File: config.mk
export PLATFORM = sky130hd
export DESIGN_NAME = nexys_starship_monster_gen
export DESIGN_NICKNAME = d
export VERILOG_FILES = /design/src/rtl/nexys_starship_pkg.sv /design/src/rtl/nexys_starship_lfsr16.sv /design/src/rtl/nexys_starship_monster_gen.sv
export SDC_FILE = /design/constraint.sdc
export NUM_CORES = 1
export LEC_CHECK = 0
export ABC_AREA = 1
export BUFFER_PORTS_ARGS = -buffer_cell sky130_fd_sc_hd__clkbuf_2
export CAP_MARGIN = 0
export CORE_AREA = 2 2 95 97
export CTS_BUF_LIST = sky130_fd_sc_hd__clkbuf_4
export CTS_CLUSTER_SIZE = 30
export DETAILED_ROUTE_END_ITERATION = 12
export DIE_AREA = 0 0 97 99
export PLACE_DENSITY = 0.79
export SLEW_MARGIN = 40
export SYNTH_ARGS = -nofsm -noshare
export SYNTH_HDL_FRONTEND = slang
export SYNTH_SLANG_ARGS = --single-unit
File: constraint.sdc
create_clock -name Clk -period 5.15 [get_ports Clk]
set_clock_uncertainty 0.2 [all_clocks]
set_input_delay 0.7725 -clock Clk [delete_from_list [all_inputs] [get_ports Clk]]
set_output_delay 0.7725 -clock Clk [all_outputs]
set_load 0.005 [all_outputs]
File: src/rtl/nexys_starship_pkg.sv
// -----------------------------------------------------------------------------
// nexys_starship_pkg
// Shared constants for the starship monster generators.
//   - One-hot encodings for the monster-generator state register.
//   - Galois LFSR tap mask and the matching next-state helper.
//   - Default LFSR seeds, one per ship side, so the sides spawn independently.
// -----------------------------------------------------------------------------
package nexys_starship_pkg;

    typedef logic [4:0] mg_state_t;

    // One-hot state encodings (bit order matches the q_MG_* outputs)
    localparam mg_state_t MG_IDLE   = 5'b00001;
    localparam mg_state_t MG_COOL   = 5'b00010;
    localparam mg_state_t MG_ARMED  = 5'b00100;
    localparam mg_state_t MG_ACTIVE = 5'b01000;
    localparam mg_state_t MG_BROKEN = 5'b10000;

    // Right-shifting Galois LFSR, taps 16,14,13,11 -> mask bits 15,13,12,10
    localparam logic [15:0] LFSR_TAPS = 16'hB400;

    // Per-side seeds; all non-zero so no instance can lock up at 0
    localparam logic [15:0] SEED_TOP    = 16'hACE1;
    localparam logic [15:0] SEED_BOTTOM = 16'h1D2B;
    localparam logic [15:0] SEED_LEFT   = 16'h7E55;
    localparam logic [15:0] SEED_RIGHT  = 16'h3C9F;

    function automatic logic [15:0] lfsr16_next(input logic [15:0] cur);
        logic [15:0] shifted;
        shifted = cur >> 1;
        return cur[0] ? (shifted ^ LFSR_TAPS) : shifted;
    endfunction

endpackage

File: src/rtl/nexys_starship_lfsr16.sv
// -----------------------------------------------------------------------------
// nexys_starship_lfsr16
// Free-running 16-bit Galois LFSR, advances on every non-reset clock.
// Ports:
//   Clk    in   system clock
//   Reset  in   synchronous active-high reset, loads SEED
//   state  out  current 16-bit LFSR state (registered)
// Parameters:
//   SEED   reset value; must be non-zero
// -----------------------------------------------------------------------------
module nexys_starship_lfsr16
    import nexys_starship_pkg::*;
#(
    parameter logic [15:0] SEED = SEED_TOP
) (
    input  logic        Clk,
    input  logic        Reset,
    output logic [15:0] state
);

    logic [15:0] state_q;

    always_ff @(posedge Clk) begin
        if (Reset) begin
            state_q <= SEED;
        end else begin
            state_q <= lfsr16_next(state_q);
        end
    end

    assign state = state_q;

endmodule

File: src/rtl/nexys_starship_monster_gen.sv
// -----------------------------------------------------------------------------
// nexys_starship_monster_gen
// Monster spawner for one ship side. After a guaranteed cooldown it spawns a
// monster pseudo-randomly (LFSR driven), runs the shoot-down countdown and
// flags the side as broken if the player does not shoot in time.
//
// Ports:
//   Clk               in   system clock
//   Reset             in   synchronous active-high reset
//   play_flag         in   game running (level); low forces IDLE
//   shoot             in   one-cycle debounced fire pulse for this side
//   top_monster_ctrl  out  monster present (level)
//   top_broken        out  side destroyed; sticky until IDLE
//   monster_timer     out  remaining monster life, 0 when none
//   q_MG_*            out  one-hot state (Idle/Cool/Armed/Active/Broken)
//   kill_count        out  [7:0] saturating shoot-down count
//                          (only with MONSTER_GEN_KILL_COUNT_EN defined)
//
// Optional feature macro: MONSTER_GEN_KILL_COUNT_EN
// -----------------------------------------------------------------------------
module nexys_starship_monster_gen
    import nexys_starship_pkg::*;
#(
    parameter logic [15:0] LFSR_SEED     = SEED_TOP,
    parameter logic [8:0]  SPAWN_THRESH  = 9'd8,
    parameter logic [31:0] MIN_GAP       = 32'd50_000_000,
    parameter logic [31:0] SHOOT_TIMEOUT = 32'd250_000_000,
    parameter int          TIMER_W       = 32
) (
    input  logic               Clk,
    input  logic               Reset,
    input  logic               play_flag,
    input  logic               shoot,
    output logic               top_monster_ctrl,
    output logic               top_broken,
    output logic [TIMER_W-1:0] monster_timer,
`ifdef MONSTER_GEN_KILL_COUNT_EN
    output logic [7:0]         kill_count,
`endif
    output logic               q_MG_Idle,
    output logic               q_MG_Cool,
    output logic               q_MG_Armed,
    output logic               q_MG_Active,
    output logic               q_MG_Broken
);

    // Loaded on cooldown entry; counting down to 0 gives exactly MIN_GAP cycles
    localparam logic [TIMER_W-1:0] GAP_RELOAD = TIMER_W'(MIN_GAP - 32'd1);
    localparam logic [TIMER_W-1:0] LIFE_LOAD  = TIMER_W'(SHOOT_TIMEOUT);
    localparam logic [TIMER_W-1:0] ONE        = TIMER_W'(1);

    // ---------------------------------------------------------------------
    // Pseudo-random source
    // ---------------------------------------------------------------------
    logic [15:0] lfsr_state;

    nexys_starship_lfsr16 #(
        .SEED (LFSR_SEED)
    ) u_lfsr (
        .Clk   (Clk),
        .Reset (Reset),
        .state (lfsr_state)
    );

    // Only the low byte decides spawns; upper bits just extend the period
    logic unused_lfsr_hi;
    assign unused_lfsr_hi = ^lfsr_state[15:8];

    // 9-bit compare so a threshold of 256 hits on every value
    logic spawn_hit;
    assign spawn_hit = ({1'b0, lfsr_state[7:0]} < SPAWN_THRESH);

    // ---------------------------------------------------------------------
    // State and output registers
    // ---------------------------------------------------------------------
    mg_state_t          state_q,  state_d;
    logic [TIMER_W-1:0] gap_q,    gap_d;
    logic [TIMER_W-1:0] timer_q,  timer_d;
    logic               ctrl_q,   ctrl_d;
    logic               broken_q, broken_d;
`ifdef MONSTER_GEN_KILL_COUNT_EN
    logic [7:0]         kill_q,   kill_d;
`endif

    always_comb begin
        state_d  = state_q;
        gap_d    = gap_q;
        timer_d  = timer_q;
        ctrl_d   = ctrl_q;
        broken_d = broken_q;
`ifdef MONSTER_GEN_KILL_COUNT_EN
        kill_d   = kill_q;
`endif

        if (!play_flag) begin
            // Game stopped: beats shoot and expiry, clears everything
            state_d  = MG_IDLE;
            gap_d    = '0;
            timer_d  = '0;
            ctrl_d   = 1'b0;
            broken_d = 1'b0;
`ifdef MONSTER_GEN_KILL_COUNT_EN
            kill_d   = 8'd0;
`endif
        end else begin
            case (state_q)
                MG_IDLE: begin
                    state_d  = MG_COOL;
                    gap_d    = GAP_RELOAD;
                    timer_d  = '0;
                    ctrl_d   = 1'b0;
                    broken_d = 1'b0;
                end

                MG_COOL: begin
                    if (gap_q == '0) begin
                        state_d = MG_ARMED;
                    end else begin
                        gap_d = gap_q - ONE;
                    end
                end

                MG_ARMED: begin
                    if (spawn_hit) begin
                        state_d = MG_ACTIVE;
                        ctrl_d  = 1'b1;
                        timer_d = LIFE_LOAD;
                    end
                end

                MG_ACTIVE: begin
                    // Shoot is checked first so a shot on the expiry cycle saves the ship
                    if (shoot) begin
                        state_d = MG_COOL;
                        ctrl_d  = 1'b0;
                        timer_d = '0;
                        gap_d   = GAP_RELOAD;
`ifdef MONSTER_GEN_KILL_COUNT_EN
                        if (kill_q != 8'hFF) begin
                            kill_d = kill_q + 8'd1;
                        end
`endif
                    end else if (timer_q == ONE) begin
                        state_d  = MG_BROKEN;
                        ctrl_d   = 1'b0;
                        timer_d  = '0;
                        broken_d = 1'b1;
                    end else begin
                        timer_d = timer_q - ONE;
                    end
                end

                MG_BROKEN: begin
                    // Terminal until play_flag drops
                    broken_d = 1'b1;
                    ctrl_d   = 1'b0;
                    timer_d  = '0;
                end

                default: begin
                    // Corrupted one-hot encoding: restart cleanly from IDLE
                    state_d  = MG_IDLE;
                    gap_d    = '0;
                    timer_d  = '0;
                    ctrl_d   = 1'b0;
                    broken_d = 1'b0;
`ifdef MONSTER_GEN_KILL_COUNT_EN
                    kill_d   = 8'd0;
`endif
                end
            endcase
        end
    end

    always_ff @(posedge Clk) begin
        if (Reset) begin
            state_q  <= MG_IDLE;
            gap_q    <= '0;
            timer_q  <= '0;
            ctrl_q   <= 1'b0;
            broken_q <= 1'b0;
`ifdef MONSTER_GEN_KILL_COUNT_EN
            kill_q   <= 8'd0;
`endif
        end else begin
            state_q  <= state_d;
            gap_q    <= gap_d;
            timer_q  <= timer_d;
            ctrl_q   <= ctrl_d;
            broken_q <= broken_d;
`ifdef MONSTER_GEN_KILL_COUNT_EN
            kill_q   <= kill_d;
`endif
        end
    end

    // ---------------------------------------------------------------------
    // Outputs (all straight from registers)
    // ---------------------------------------------------------------------
    assign top_monster_ctrl = ctrl_q;
    assign top_broken       = broken_q;
    assign monster_timer    = timer_q;
`ifdef MONSTER_GEN_KILL_COUNT_EN
    assign kill_count       = kill_q;
`endif

    assign q_MG_Idle   = state_q[0];
    assign q_MG_Cool   = state_q[1];
    assign q_MG_Armed  = state_q[2];
    assign q_MG_Active = state_q[3];
    assign q_MG_Broken = state_q[4];

endmodule

Word-level counts from Yosys, hierarchy flattened. Index checks and enable logic that the tools add are counted.

Add/subtract/negate cells: 2. Multipliers: 0. Div/mod/pow operators: 0. $lt $le $gt $ge: 1. Eq/ne operators: 13. Shift operators: 0. Muxes and demuxes: 20. Bitwise operators: 6. Reductions and logical operators: 9.

Operators by type and width (number): $mux W32 (5); $pmux W32 S4 (1); $pmux W32 S3 (1); $sub A32 B1 Y32 const B (2); $eq A32 B1 Y1 const B (1); $logic_not A32 Y1 (1); $pmux W5 S5 (1); $mux W5 (4); $mux W16 (1); $ne A2 B2 Y1 const B (6); $reduce_and A3 Y1 (3); $lt A8 B4 Y1 const B (1); $pmux W1 S3 (2); $reduce_or A2 Y1 (3); $eq A5 B1 Y1 const B (1); $eq A5 B2 Y1 const B (1); $eq A5 B3 Y1 const B (1); $eq A5 B4 Y1 const B (1); $eq A5 B5 Y1 const B (1); $mux W1 (5); $not A1 Y1 (5); $not A3 Y4 (1); $reduce_and A4 Y1 (1); $ne A3 B3 Y1 const B (1); $reduce_and A2 Y1 (1).

Register bits after elaboration: 87. Latch bits: 0. Memory bits (writable): 0. Bits in read-only memories: 0. Output and inout bits: 39. Memories: 0.

Longest topological paths before layout. Gate-level depths: netlist (run 1).

Depth in word-level cells: 4. Gate-level depth with buffers: 12.

Cells and area by module. From an unflattened synthesis (run 1), not the netlist that was laid out.

Cells, all modules: 724. Area total of the unflattened synthesis: 4903.5 um2.

Modules (own cells, without submodules): nexys_starship_monster_gen (instances 1, cells each 673, area an instance 4429.2 um2); nexys_starship_lfsr16 (instances 1, cells each 51, area an instance 474.2 um2).

Least setup slack after synthesis (run 1). No wires, ideal clock.

Kind: input port to flip-flop. Start point: input shoot. End point: register gap_q[8]. Setup time: 0.068 ns. Arrival: 1.805 ns. Data required time: 4.882 ns. Path slack: 3.077 ns. Stages: 8. Buffers on the path: 2. Cell sequence: clkinv_1 -> nand2_1 -> nand3_1 -> a21oi_2 -> buf_6 -> buf_4 -> nand3_1 -> a21oi_2.

Cells in the longest elaborated chain, start to end: 2.

RTL lines: from (decl) (RTL line nexys_starship_monster_gen.sv:33) `input logic shoot,`; $ne A2 B2 Y1 (no source line); $reduce_and A3 Y1 (no source line); to (signal assigned) (RTL line nexys_starship_monster_gen.sv:187) `gap_q <= gap_d;`; to (decl) (RTL line nexys_starship_monster_gen.sv:77) `logic [TIMER_W-1:0] gap_q, gap_d;`.

Every way passes these cells. A chain may end at the register's enable or synchronous reset.

Worst setup path in the final report (run 1).
Start point: register state_q[4]. End point: register gap_q[6].

Cells in the longest elaborated chain, start to end: 4.

RTL lines: from (decl) (RTL line nexys_starship_monster_gen.sv:76) `mg_state_t state_q, state_d;`; from (signal assigned) (RTL line nexys_starship_monster_gen.sv:186) `state_q <= state_d;`; branches (longest 4 deep; another with $pmux W32 S4).

Parallel ways; which one is timed is not known.

==> results of run 1 <==
[layout make-up]
cell class | instances | area share
clock buffers | 9 | 0.0124
clock inverters | 7 | 0.0158
inverters | 98 | 0.0684
multi-input cells | 606 | 0.517
flip-flops and latches | 87 | 0.319
well taps | 108 | 0.0248
repair buffers | 45 | 0.0427
[final timing paths]
kind	depth (start not counted)	endpoint	startpoint	slack [ps]
worst min-delay path	2	u_lfsr.state[8]$_SDFF_PP0_	u_lfsr.state[9]$_SDFF_PP0_	220
worst max-delay path	9	gap_q[6]$_SDFFE_PP0P_	state_q[4]$_SDFFE_PP0P_	2260
worst min register to register	2	u_lfsr.state[8]$_SDFF_PP0_	u_lfsr.state[9]$_SDFF_PP0_	220
worst max register to register	9	gap_q[6]$_SDFFE_PP0P_	state_q[4]$_SDFFE_PP0P_	2260
[stage by stage]
| step | hold slack [ps] | util | power, mW |
|---|---|---|---|
| final | 223 | 0.638 | 1.32 |
| after global routing | 246 | 0.638 | 1.38 |
| after CTS | 219 | 0.638 | 1.33 |
| after detailed placement | 199 | 0.620 | 0.929 |
| after global placement | 194 | 0.620 | 0.923 |
| after floorplan | 188 | - | 0.884 |
[layout by cell type, fill, tap and decap left out, drive strengths merged]
| cell | synthesis | layout |
|---|---|---|
| nor2 | 228 | 228 |
| nand2 | 165 | 165 |
| inv | 97 | 100 |
| dfxtp | 87 | 87 |
| nand3 | 56 | 56 |
| clkbuf | 9 | 51 |
| a21oi | 48 | 48 |
| o21ai | 37 | 37 |
| xor2 | 21 | 21 |
| nand4 | 19 | 19 |
| nor3 | 11 | 11 |
| or2 | 5 | 5 |
| clkinv | 1 | 5 |
| xnor2 | 4 | 4 |
| o21bai | 3 | 3 |
| ha | 3 | 3 |
| buf | 14 | 3 |
| nor4 | 2 | 2 |
| o211ai | 1 | 1 |
| o22ai | 1 | 1 |
| o21a | 1 | 1 |
| a31oi | 1 | 1 |
[report_power, final]
group / switching [mW] / total, mW / internal [mW]
clock network: 0.282 / 0.401 / 0.119
registers: 0.0173 / 0.712 / 0.694
logic: 0.138 / 0.206 / 0.0675
[state kept, by name (all words and copies together) (netlist names)]
signal / count
monster_timer: 32
top_broken: 1
state_q: 5
gap_q: 32
top_monster_ctrl: 1
u_lfsr.state: 16
[layer usage]
layer  track usage  wire length (um)  share of wire
met1         0.346              5670           0.44
met2         0.489              6300           0.49
met3        0.0291               693          0.054
met4        0.0910               229          0.018
met5             0                 0              0
[kinds of logic after synthesis]
kind of cell / count (synthesis)
flip-flops: 87
XOR/XNOR: 25
adder cells (fa/ha/maj): 3
AND/OR/NAND/NOR: 486
buffers and inverters: 121
AO/OA/AOI/OAI: 92
[worst max-delay path, cell delays in order (launching register included)]
cell	delay [ps]
dfxtp_1	420
inv_1	120
nand4_1	100
buf_4	250
inv_1	320
a21oi_2	220
buf_4	380
nand2_1	420
o21ai_0	300
nor2_1	50
==> results.tsv, run 1 <==
metric	value	unit
outcome	finished, final reports clean	
Vias	5138	
Net Count, Synth	821	
post-synthesis compound-gate area fraction	0.100	
Synth Area in Adders	0.00740	
Top FF cell, synth	dfxtp_1	
Finished Cell Area	5450	sq um
Mapped Area	5070	sq um
crit share post-route	0.561	
kind of critical path	flop to flop	
die area	9600	sq um
PortBufs	42	
Register Area	1740	sq um
proportion of layout cells with a drive suffix above 1	0.119	
Achievable Freq	0.346	GHz
area of the multi-input gates	2820	sq um
top-count cell post-synth	nor2_1	
cell count after synthesis	814	
DR iter-0 viols	310	
Detailed Routing Iterations Pass 1	5	
synth cell count leaders	nor2_1, nand2_1, inv_1	
yosys warns	0	
Chip Width	97	um
Routed WL per cell	13.4	um
final hold violations	0	
final wirelength	12.9	mm
Slew headroom	0.574	
#FFs+latches synth	87	
Leakage	2.86	nW
placed instance area	5300	sq um
vias in the first global route	4767	
Avg Vias per Cell	5.35	
post-synth cell types	32	
post-route DRC violation count	0	
Syn-to-layout area delta	7.45	%
Critical Path End Type	flop	
synthesized area per cell	6.23	sq um
CTS root buffer	clkbuf_4	
max-cap violations	0	
# clock sinks	87	
dpl ws	2110	ps
Setup WS post-layout	2260	ps
hold_buf cts	0	
DIE HEIGHT	99	um
CTS tree	yes	
Post-Synth Simple-Gate Area	0.404	
Clk Latency, worst-skew pair	450	ps
initial antenna violation count	0	
Hold Path Class	flop to flop	
max-slew violations	0	
Yosys top cell by area	dfxtp_1	
fillers	798	
Arrival @ worst endpoint	3040	ps
CTS Buffer Depth	2	
critical path fanouts, max	39	
Synth area leaders	dfxtp_1, nor2_1, nand2_1	
Detail Route Antenna Nets	0	
post_cts resized	0	
register area share after synthesis	0.343	
ys async rst share	0	
DP Wirelength	9.50	mm
gpl congestion	0.907	
post-CTS setup buffers	0	
PwrDens	242	nW/um^2
RSZ-0062 raised after global routing	no	
Crit path required time	5300	ps
Inst Count DP	944	
num rows	34	
crit path time final	2890	ps
GRT Util Overall	0.273	
final non-filler cell total	960	
clock-pin slew on the worst setup and hold paths	180	ps
largest family of logic cells by synthesized area	simple AND/OR/NAND/NOR gates	
largest net degree at the start of global routing	40	
Core ar.	8550	sq um
Worst setup SP type	flop	
H-tree depth	3	
endpoints failing setup	0	
post-synthesis mux area share	0	
Antenna Cells	0	
initial core utilization	0.594	
Post-synth EDFFs	0	
Post-Synth XOR/XNOR Area	0.0431	
first-pass GRT wire length	21.8	mm
grt ovf	0	
IO Count	43	
top-area cell type share of the netlist area	0.343	
worst vdd ir	0.193	mV
TNS Setup	0	ps
number of CTS-inserted buffers	9	
final-stage net count	854	
Slew @ Worst Pin	638	ps
No activity file was read; power rests on OpenSTA's default activity.
==> run 2: changes to the inputs <==
ABC_AREA = 0   (was 1)
CORE_AREA = 2 2 93 95   (was 2 2 95 97)
DIE_AREA = 0 0 95 97   (was 0 0 97 99)
PLACE_DENSITY = 0.77   (was 0.79)
clock period = 2.5 ns   (was 5.15 ns; I/O delays follow)
==> results.tsv, run 2 <==
metric	value	unit
num rows	33	
DP Wirelength	8.75	mm
Slew headroom	0.604	
Leakage	2.59	nW
placed instance area	5330	sq um
top-area cell type share of the netlist area	0.392	
initial antenna violation count	0	
DIE HEIGHT	97	um
grt ovf	0	
Detail Route Antenna Nets	0	
max-cap violations	0	
crit share post-route	0.988	
met1 Use GR	0.343	
first-pass GRT wire length	20.4	mm
GR Layer Usage met2	0.454	
clock-pin slew on the worst setup and hold paths	150	ps
crit path time final	2470	ps
Routed WL per cell	16.8	um
CTS tree	yes	
Yosys top cell by area	dfxtp_1	
critical path fanouts, max	4	
number of CTS-inserted buffers	9	
synthesized area per cell	8.17	sq um
Comb pwr share	0.173	
Synth area leaders	dfxtp_1, nor2_1, a21oi_1	
#FFs+latches synth	87	
most common cell after layout, fill and taps aside	buf_4	
Arrival @ worst endpoint	2680	ps
final hold violations	0	
synth cell count leaders	dfxtp_1, nor2_1, a21oi_1	
die area	9220	sq um
kind of critical path	flop to flop	
Top FF cell, synth	dfxtp_1	
vias in the first global route	4399	
ys async rst share	0	
Clk Latency, worst-skew pair	460	ps
Worst setup SP type	flop	
Net Count, Synth	550	
switching share of power	0.279	
Vias	4753	
area of the multi-input gates	2720	sq um
Post-synth EDFFs	0	
PortBufs	42	
yosys warns	0	
largest net degree at the start of global routing	19	
final wirelength	12.9	mm
final-stage net count	665	
Chip Width	95	um
GRT Util Overall	0.274	
Slew @ Worst Pin	589	ps
gpl congestion	0.963	
max-slew violations	0	
PwrDens	528	nW/um^2
post-route DRC violation count	0	
cell count after synthesis	543	
proportion of layout cells with a drive suffix above 1	0.332	
TNS Setup	0	ps
Achievable Freq	0.405	GHz
# clock sinks	87	
endpoints failing setup	0	
Finished Cell Area	5790	sq um
sequential share of power	0.479	
Critical Path End Type	flop	
CTS Buffer Depth	2	
initial core utilization	0.546	
Pint	2.20	mW
RSZ-0062 raised after global routing	yes	
register area share after synthesis	0.392	
Finished Core Util	0.712	
Avg Vias per Cell	6.19	
Antenna Cells	0	
NetSw	0.853	mW
highest-count cells in the layout ignoring fill and taps	buf_4, dfxtp_1, nor2_1	
Crit path required time	2710	ps
Inst Count DP	747	
Clock power frac	0.348	
Hold Path Class	primary input to flop	
met3 track demand over resource	0.0491	
Mapped Area	4440	sq um
post-synth cell types	61	
outcome	finished, final reports clean	
worst hold margin	83.4	ps
worst vdd ir	0.313	mV
top-count cell post-synth	dfxtp_1	
fillers	587	
H-tree depth	3	
final non-filler cell total	768	
IO Count	43	
CTS root buffer	clkbuf_4	
DR iter-0 viols	384	
Most Crowded Layer GR	met2	
Register Area	1750	sq um
Syn-to-layout area delta	30.6	%
Detailed Routing Iterations Pass 1	7	
Core ar.	8130	sq um
run 2: kinds of logic after synthesis:
group,count (synthesis),share of synthesized area
multiplexers,1,0.00226
XOR/XNOR,26,0.0513
AO/OA/AOI/OAI,124,0.181
buffers and inverters,42,0.0426
AND/OR/NAND/NOR,260,0.322
adder cells (fa/ha/maj),3,0.00846
flip-flops,87,0.392
run 2: area by class of cell:
type | count | area share
tap | 105 | 0.0227
multi-input combinational | 414 | 0.470
clock inverter | 7 | 0.0220
inverter | 11 | 0.00713
timing repair buffer | 135 | 0.165
clock buffer | 9 | 0.0117
sequential | 87 | 0.301
run 2: through the flow:
step / total power, mW / setup WS (ps)
2_1_floorplan: 1.78 / 7.26
3_3_place_gp: 1.94 / -2.72
3_5_place_dp: 1.95 / -59.0
4_1_cts: 2.99 / 4.79
5_1_grt: 3.16 / -39.5
6_report: 3.06 / 31.2
run 2: what timing repair did:
item / in CTS / in global routing
buffers inserted: 1 / 4
resized for setup: 8 / 47
pin swaps: 1 / 10
hold buffers: 0 / 0
endpoints found under the setup margin: 30 / 61
run 2: per-layer routing:
metal | vias to the layer above | part of all wire
met5 | - | 0
met2 | 248 | 0.49
met1 | 2235 | 0.41
li1 | 2221 | -
met3 | 49 | 0.073
met4 | 0 | 0.030
run 2: worst paths after layout:
path / start / endpoint / slack [ps] / depth (start not counted)
worst min register to register: u_lfsr.state[8]$_SDFF_PP0_ / u_lfsr.state[7]$_SDFF_PP1_ / 240 / 1
worst max-delay path: u_lfsr.state[6]$_SDFF_PP1_ / monster_timer[20]$_SDFFE_PP0P_ / 30 / 6
worst max register to register: u_lfsr.state[6]$_SDFF_PP1_ / monster_timer[20]$_SDFFE_PP0P_ / 30 / 6
worst min-delay path: Reset / u_lfsr.state[14]$_SDFF_PP0_ / 80 / 2
run 2: worst max-delay path: stages (launching register included):
cell and delay (ps):
dfxtp_1 340, or3_1 380, or3_4 370, o211ai_4 250
nand4b_1 240, or4_1 490, a21oi_2 160
run 2: power groups by stage:
stage	clock [mW]	sequential [mW]	combinational, mW
5_1_grt	1.13	1.47	0.568
3_3_place_gp	0	1.49	0.447
2_1_floorplan	0	1.49	0.292
3_5_place_dp	0	1.49	0.459
4_1_cts	1.06	1.46	0.471
6_report	1.07	1.46	0.528
==> run 3: changes to the inputs <==
RECOVER_POWER = 50   (was not set)
SETUP_SLACK_MARGIN = 0.02   (was not set)
==> results.tsv, run 3 (synthesized netlist as in run 2, its figures left out) <==
metric	value	unit
IO Count	43	
num rows	33	
final non-filler cell total	771	
die area	9220	sq um
Leakage	2.53	nW
crit-path max cell delay	560	ps
Crit path required time	2690	ps
failing checks	setup timing	
grt ovf	0	
H-tree depth	3	
Slew @ Worst Pin	744	ps
Pint	1.90	mW
vias in the first global route	4347	
initial core utilization	0.546	
Clk Latency, worst-skew pair	470	ps
Syn-to-layout area delta	30.6	%
Arrival @ worst endpoint	2740	ps
Inst Count DP	747	
initial antenna violation count	0	
final hold violations	0	
DR iter-0 viols	300	
number of CTS-inserted buffers	9	
PwrDens	478	nW/um^2
Comb pwr share	0.188	
GRT Util Overall	0.275	
Most Frequent Cell on Critical Path	buf_4	
post-route DRC violation count	0	
max-cap violations	0	
sequential share of power	0.529	
Detail Route Antenna Nets	0	
Critical Path End Type	flop	
Achievable Freq	0.393	GHz
max-slew violations	0	
top sig layer	met4	
Core ar.	8130	sq um
Top delay family on crit path	simple AND/OR/NAND/NOR gates	
final-stage net count	668	
WL met1	5.32	mm
met2 WL	6.43	mm
worst path cell trace	or4_4 -> nor4_2 -> buf_4 -> buf_4 -> a31o_2 -> nor2b_1 -> buf_4 -> nand3_2 -> a21oi_1	
PortBufs	42	
# clock sinks	87	
Hold Path Class	primary input to flop	
met3 wire len	758	um
worst vdd ir	0.281	mV
Avg Vias per Cell	6.11	
outcome	finished with violations	
Setup WS post-layout	-46.9	ps
NetSw	0.864	mW
DP Wirelength	8.93	mm
worst hold margin	58.1	ps
Detailed Routing Iterations Pass 1	5	
Finished Core Util	0.713	
dpl ws	-85.1	ps
Worst setup SP type	flop	
proportion of layout cells with a drive suffix above 1	0.335	
CTS tree	yes	
TNS Setup	-74.5	ps
Register Area	1740	sq um
RSZ-0062 raised after global routing	yes	
Vias	4713	
most common cell after layout, fill and taps aside	buf_4	
final wirelength	12.9	mm
largest net degree at the start of global routing	19	
crit share post-route	1.02	
gpl congestion	0.976	
endpoints failing setup	3	
critical path fanouts, max	4	
Antenna Cells	0	
area of the multi-input gates	2830	sq um
Finished Cell Area	5800	sq um
Critical-path top delay cell	or4_4	
kind of critical path	flop to flop	
Slew headroom	0.504	
total power draw	2.77	mW
buffers plus inverters on the worst setup path	3	
CTS root buffer	clkbuf_4	
fillers	646	
CTS Buffer Depth	2	
switching share of power	0.312	
highest-count cells in the layout ignoring fill and taps	buf_4, dfxtp_1, nor2_1	
clock-pin slew on the worst setup and hold paths	160	ps
Routed WL per cell	16.8	um
crit path time final	2550	ps
Clock power frac	0.283	
first-pass GRT wire length	20.3	mm
placed instance area	5290	sq um
Chip Width	95	um
DIE HEIGHT	97	um
## run 3: cell types whose count changed in the layout (fill, tap and decap cells not counted), moves of 3 or more
cell / previous run / this run
clkbuf_2: 42 / 34
a21oi_1: 34 / 37
bufinv_16: 3 / 0
a21oi_2: 3 / 0
nor4_2: 2 / 5
nor2_2: 4 / 8
clkbuf_1: 0 / 11
o21ai_1: 1 / 5
nor2_1: 59 / 53
nor4_1: 8 / 5
o21ai_0: 25 / 21
buf_12: 3 / 0
## run 3: cell type report
type                    instances  area share
well taps                     105      0.0227
multi-input cells             415       0.488
repair buffers                137       0.159
inverters                      11     0.00712
clock inverters                 7      0.0110
clock buffers                   9      0.0117
flip-flops and latches         87       0.301
## run 3: routing by layer
layer / global-route usage / up-vias
met5: 0 / -
met4: 0.135 / 0
met2: 0.447 / 202
met1: 0.343 / 2234
met3: 0.0530 / 42
li1: - / 2235
## run 3: power by group through the flow
stage	logic, mW	clock network, mW	registers (mW)
detailed placement	0.463	0	1.49
finish	0.520	0.784	1.46
CTS	0.479	0.789	1.46
floorplan	0.292	0	1.49
global placement	0.451	0	1.49
global route	0.567	0.853	1.47
## run 3: path summary, 6_finish.rpt
check / from / endpoint / slack [ps] / cells after the start
setup / recovery: gap_q[26]$_SDFFE_PP0P_ / state_q[2]$_SDFFE_PP0P_ / -50 / 9
hold reg to reg: u_lfsr.state[12]$_SDFF_PP0_ / u_lfsr.state[11]$_SDFF_PP1_ / 230 / 1
setup reg to reg: gap_q[26]$_SDFFE_PP0P_ / state_q[2]$_SDFFE_PP0P_ / -50 / 9
hold / removal: Reset / u_lfsr.state[1]$_SDFF_PP0_ / 60 / 2
## run 3: what timing repair did
action | in CTS | in global routing
pin swaps | 4 | 31
gates resized for setup | 13 | 63
hold buffers | 0 | 0
buffers inserted | 2 | 5
setup endpoints to repair | 50 | 64
gates cloned | 0 | 2
## run 3: worst reg2reg max path, cell delays in order, from the launching register on
cell and delay, ps:
dfxtp_1 350, or4_4 560, nor4_2 300, buf_4 180, buf_4 110, a31o_2 160, nor2b_1 210, buf_4 170
nand3_2 70, a21oi_1 160
